**src/rtl/cache_control_fsm.sv**
```systemverilog
// Control FSM for the 2-way write-back cache: tag check, dirty-victim writeback, line fill, pmem handshake.
// Optional performance counters are enabled with the CACHE_CTRL_PERF_CNT_EN macro (otherwise tied to 0).
module cache_control_fsm #(
    parameter int CNT_WIDTH = 32
) (
    input  logic                 clk,
    input  logic                 reset_n,
    input  logic                 mem_read,
    input  logic                 mem_write,
    input  logic                 hit,
    input  logic                 cmp_rst,
    input  logic                 lru,
    input  logic                 dirty_0,
    input  logic                 dirty_1,
    input  logic                 pmem_resp,
    output logic                 mem_resp,
    output logic                 set_dirty,
    output logic                 clr_dirty,
    output logic                 lru_load,
    output logic                 lru_data,
    output logic                 fill_load,
    output logic                 pmem_read,
    output logic                 pmem_write,
    output logic                 pmem_addr_sel,
    output logic [CNT_WIDTH-1:0] hit_count,
    output logic [CNT_WIDTH-1:0] miss_count,
    output logic [CNT_WIDTH-1:0] wb_count
);

    typedef enum logic [1:0] {
        IDLE      = 2'd0,
        TAG_CHECK = 2'd1,
        WRITEBACK = 2'd2,
        FILL      = 2'd3
    } state_t;

    state_t state;
    state_t next_state;
    logic   req;
    logic   victim_dirty;

    assign req          = mem_read | mem_write;
    assign victim_dirty = lru ? dirty_1 : dirty_0;

    always_ff @(posedge clk or negedge reset_n) begin
        if (!reset_n) begin
            state <= IDLE;
        end else begin
            state <= next_state;
        end
    end

    // Moore pmem outputs decode the state register; the rest are Mealy on the current inputs.
    always_comb begin
        next_state    = state;
        mem_resp      = 1'b0;
        set_dirty     = 1'b0;
        clr_dirty     = 1'b0;
        lru_load      = 1'b0;
        lru_data      = 1'b0;
        fill_load     = 1'b0;
        pmem_read     = 1'b0;
        pmem_write    = 1'b0;
        pmem_addr_sel = 1'b0;
        case (state)
            IDLE: begin
                if (req) begin
                    next_state = TAG_CHECK;
                end
            end
            TAG_CHECK: begin
                if (!req) begin
                    next_state = IDLE;
                end else if (hit) begin
                    mem_resp   = 1'b1;
                    lru_load   = 1'b1;
                    lru_data   = ~cmp_rst;
                    set_dirty  = mem_write;
                    next_state = IDLE;
                end else if (victim_dirty) begin
                    next_state = WRITEBACK;
                end else begin
                    next_state = FILL;
                end
            end
            WRITEBACK: begin
                pmem_write    = 1'b1;
                pmem_addr_sel = 1'b1;
                if (pmem_resp) begin
                    clr_dirty  = 1'b1;
                    next_state = FILL;
                end
            end
            FILL: begin
                pmem_read = 1'b1;
                if (pmem_resp) begin
                    fill_load  = 1'b1;
                    next_state = TAG_CHECK;
                end
            end
            default: next_state = IDLE;
        endcase
    end

`ifdef CACHE_CTRL_PERF_CNT_EN
    // retry marks the tag check that follows a fill so it is not counted as a hit.
    logic retry;

    always_ff @(posedge clk or negedge reset_n) begin
        if (!reset_n) begin
            retry      <= 1'b0;
            hit_count  <= '0;
            miss_count <= '0;
            wb_count   <= '0;
        end else begin
            if (state == FILL && pmem_resp) begin
                retry <= 1'b1;
            end else if (mem_resp) begin
                retry <= 1'b0;
            end
            if (state == TAG_CHECK && req) begin
                if (hit) begin
                    if (!retry && hit_count != '1) begin
                        hit_count <= hit_count + CNT_WIDTH'(1);
                    end
                end else if (miss_count != '1) begin
                    miss_count <= miss_count + CNT_WIDTH'(1);
                end
            end
            if (state == WRITEBACK && pmem_resp && wb_count != '1) begin
                wb_count <= wb_count + CNT_WIDTH'(1);
            end
        end
    end
`else
    assign hit_count  = '0;
    assign miss_count = '0;
    assign wb_count   = '0;
`endif

endmodule
```
**config.mk**
```make
export PLATFORM = sky130hd
export DESIGN_NAME = cache_control_fsm
export DESIGN_NICKNAME = d
export VERILOG_FILES = /design/src/rtl/cache_control_fsm.sv
export SDC_FILE = /design/constraint.sdc
export NUM_CORES = 1
export LEC_CHECK = 0
export CAP_MARGIN = 20
export CORE_AREA = 2 2 66 68
export DETAILED_ROUTE_END_ITERATION = 12
export DIE_AREA = 0 0 68 70
export PLACE_DENSITY = 0.77
export SYNTH_ARGS = -nofsm -noshare
export SYNTH_HDL_FRONTEND = slang
export SYNTH_SLANG_ARGS = --single-unit
```
**constraint.sdc**
```tcl
create_clock -name clk -period 1.25 [get_ports clk]
set_input_delay 0.25 -clock clk [delete_from_list [all_inputs] [get_ports clk]]
set_output_delay 0.25 -clock clk [all_outputs]
set_load 0.01 [all_outputs]
```
-- After elaboration in Yosys (flattened, before gate mapping)
Index checks and enable logic that the tools add are counted.
- register bits after elaboration: 2
- input bits: 10
- output and inout port bits: 105
- logic and storage cells: 33
- eq/ne operators: 6
- muxes and demuxes: 22
- bitwise logic cells: 2
- reduce and logical (&&, ||, !) cells: 2
- operators by type and width (kind ; count):
    $mux W1 ; 16
    $mux W2 ; 5
    $pmux W2 S4 ; 1
    $ne A2 B2 Y1 const B ; 3
    $eq A2 B2 Y1 const B ; 2
    $reduce_and A3 Y1 ; 1
    $eq A2 B1 Y1 const B ; 1
    $logic_not A2 Y1 ; 1
    $not A1 Y1 ; 1
    $or A1 B1 Y1 ; 1

-- Depth between registers and ports, before layout
- depth in word-level cells: 5
- depth in mapped cells: 5
- depth with buffers taken out: 5

-- Worst setup path before layout
OpenSTA, ideal clock, no wires.
- path type: register to register
- start: register state[0]
- end: register state[1]
- setup time: 95 ps
- arrival time: 1307 ps
- data required time: 1155 ps
- slack: -153 ps
- cell stages (with the launch flop): 6
- buffers on the path: 0
- clock period less this slack: 1403 ps
- path through: dfrtp_1 > inv_1 > ha_1 > o21ba_1 > or2_1 > o31ai_1
- cells in the longest elaborated chain, start to end: 3
- elaborated cells between the ends (all ways): 9
- those cells by class: eq/ne: 6; mux: 1; reduce/logical: 2
- ends and longest elaborated chain (what ; line ; text):
    from (decl) ; 37 ; state_t state;
    from (signal assigned) ; 49 ; state <= next_state;
    $eq A2 B2 Y1 or $logic_not A2 Y1 (tied branches) ; 65 ; case (state)
    $ne A2 B2 Y1 (no line) ; - ;
    $reduce_and A3 Y1 (no line) ; - ;
Parallel ways exist; a longest one is shown, timed or not.
A chain may end at the register's enable or synchronous reset.

-- Worst setup path after layout
- start: register state[0]
- end: output port fill_load
- cells in the longest elaborated chain, start to end: 2
- ends and longest elaborated chain (what ; line ; text):
    $eq A2 B2 Y1 ; 65 ;
    $mux W1 ; 65 ;
    to (decl) ; 21 ; output logic fill_load,
Every way passes these cells.

==> metrics.md <==
| Metric | Value |
|---|---|
| Fmax | `roughly 700 MHz` |
| Commonest non-fill, non-tap cell in the layout | `conb_1` |
| Setup crit end kind | `output pin` |
| Post-Syn Area | `approximately 980 um2` |
| Largest fanout on the critical path | `3` |
| Layout cells sized above 1 | `roughly 28%` |
| Routed vias/inst | `between 2 and 3` |
| Max cap viols | `0` |
| Cell Rows | `24` |
| Final worst setup slack | `-187.4 ps` |
| Top-area cell type share of the netlist area | `about three quarters` |
| Max VDD drop | `~0.40 mV` |
| Mean Syn Cell Area | `7.714 um2` |
| Lkg Pwr | `around 0.65 nW` |
| # H-tree levels | `1` |
| Final nets | `~180` |
| Num CTS Buffers | `3` |
| Startpoint types | `flop` |
| Post-route ant nets | `0` |
| Hpwl dp | `around 1.1 mm` |
| Core Box Area | `about 4100 um2` |
| I/O Buffers | `18` |
| Via count | `just under 600` |
| Seq cells post-synth | `2` |
| Critical path data required time | `1000 ps` |
| Clock Tree Root | `clkbuf_8` |
| # diodes | `0` |
| Die Height | `roughly 70 um` |
| Final non-filler cell total | `around 210` |
| Worst-path clk slew | `~30 ps` |
| I/O pin cnt | `approximately 120` |
| Remaining DRCs | `0` |
| Biggest regs | `state: 2 flops` |
| Yosys cell types | `20` |
| Clock Sinks | `2` |
| Crit path arrival time | `1190 ps` |
| Die Area | `approximately 4800 um2` |
| HP Class | `in -> async` |
| # setup viols final | `11` |
| Largest net degree at the start of global routing | `6` |
| # hold bufs at CTS | `0` |
| Failing checks | `setup timing` |
| Worst setup path class | `reg -> out` |
| Status | `finished with violations` |
| Post-Synthesis Cells | `between 100 and 150` |
| Gr ovfl total | `0` |
| Sequential cell area | `51.30 um2` |
| Ys Warns | `0` |
| Worst r2r path cells | `5` |
| Crit share post-route | `115.0%` |
| Setup repair after global routing missed its margin | `yes` |
| First-pass GRT wire length | `~1.6 mm` |
| Fillcell total | `between 400 and 500` |
| Most frequent cells in the layout | `conb_1 (96), buf_6 (10), buf_4 (10)` |
| DRT iter0 DRCs | `4` |
| Placed Instances | `just over 200` |
| Final Hold Vio Count | `0` |
| Synth area leaders | `buf_4 (75%), dfrtp_1 (5.1%), ha_1 (5.1%), inv_1 (1.9%), mux2_4 (1.5%)` |
| Clock skew | `between 0.4 and 0.5 ps` |
| Layout area overhead | `12.52%` |
| Skew-Pair Late Insertion Delay | `about 210 ps` |
| FFs w/ async S/R, synth | `100.0%` |
| Min cycle time layout | `1437 ps` |
| Die X | `approximately 68 um` |
| Max reg flops | `2` |
| Number of synthesized flops with an enable pin | `0` |
| Number of global-route vias before repair | `just over 400` |
| TritonCTS clock tree | `built` |
| Synth area leader | `buf_4` |
| 1st-pass router iterations | `4` |
| Gr usage total | `around 4.6%` |
| DRT Wirelength | `roughly 1.3 mm` |
| GPL Wtd Cong | `between 0.6 and 0.7` |
| Initial Util | `23.64%` |
| Post-synthesis sequential area ratio | `approximately 5%` |
| Largest Register | `state` |
| Max-slew violations | `0` |
| Initial antenna violation count | `0` |
| P per Cell Area | `around 1200 nW/um2` |
| Area of the multi-input gates | `~630 um2` |
| Primary FF master, synth | `dfrtp_1` |
| Avg WL per Cell | `between 6 and 7 um` |
| Hold WS | `~210 ps` |
| Maximum root-to-sink buffer count | `2` |
-- Yosys cell counts (2+ instances only) --
cell and number:
dfrtp_1 2, and2_1 2, buf_4 98, inv_1 5, ha_1 4, nor2_1 2
-- power by group --
part	leakage, nW	total, mW	internal (mW)	switching, mW
logic	0.605	0.889	0.464	0.425
registers	0.0240	0.130	0.0942	0.0353
clock network	0.0216	0.252	0.203	0.0484
-- per-layer routing --
layer / vias up / GRT usage [%] / routed length [um] / share of wire, %
li1: 264 / - / - / -
met1: 259 / 4.212 / 393 / 30
met2: 64 / 8.306 / 684 / 53
met3: 0 / 1.449 / 224 / 17
met4: 0 / 3.333 / 0 / 0
met5: - / 0 / 0 / 0
-- cell type report --
type	count	share of cell area [%]
inverter	5	1.703
multi-input combinational	117	56.87
sequential	2	4.654
timing repair buffer	33	27.13
tap	52	5.902
clock buffer	3	3.746
-- what timing repair did --
item / in CTS / in global routing
endpoints found under the setup margin: 11 / 11
setup buffers: 5 / 1
pin swaps: 5 / 3
gates resized for setup: 53 / 13
-- metrics by stage --
stage / util, % / setup TNS [ps] / setup WS, ps / power (mW) / instance area [um2]
2_1_floorplan: - / -118.4 / -59.94 / 0.7297 / 1354
3_3_place_gp: 22.46 / -3920 / -526.9 / 0.7296 / 930.9
3_5_place_dp: 22.46 / -4093 / -575.2 / 0.7494 / 930.9
4_1_cts: 24.97 / -1611 / -192.8 / 1.157 / 1035
5_1_grt: 26.60 / -2054 / -237.8 / 1.379 / 1102
6_report: 26.60 / -1516 / -187.4 / 1.270 / 1102
-- worst max-delay path: stages (launching register included) --
cell	delay [ps]
dfrtp_2	430
buf_6	130
ha_4	160
and2_4	150
buf_6	110
-- kinds of logic (layout without fill, tap and decap cells) --
kind of cell,Yosys count,in the layout,share of synthesized area [%]
compound gates,5,5,4.215
fa+ha+maj,4,4,5.109
buf+inv,103,41,77.01
flops,2,2,5.109
mux,2,2,2.554
other cells,1,96,0.3828
simple gates,10,10,5.620
-- worst paths after layout --
| kind | start | to | slack (ps) |
|---|---|---|---|
| setup / recovery | state[0] | fill_load | -190 |
| hold / removal | reset_n | state[1] | 210 |
| setup reg to reg | state[1] | state[1] | -170 |
| hold reg to reg | state[1] | state[1] | 700 |
| max in group asynchronous | reset_n | state[0] | 900 |
| min in group clk | mem_read | state[1] | 580 |
No activity file was read; power rests on OpenSTA's default activity.
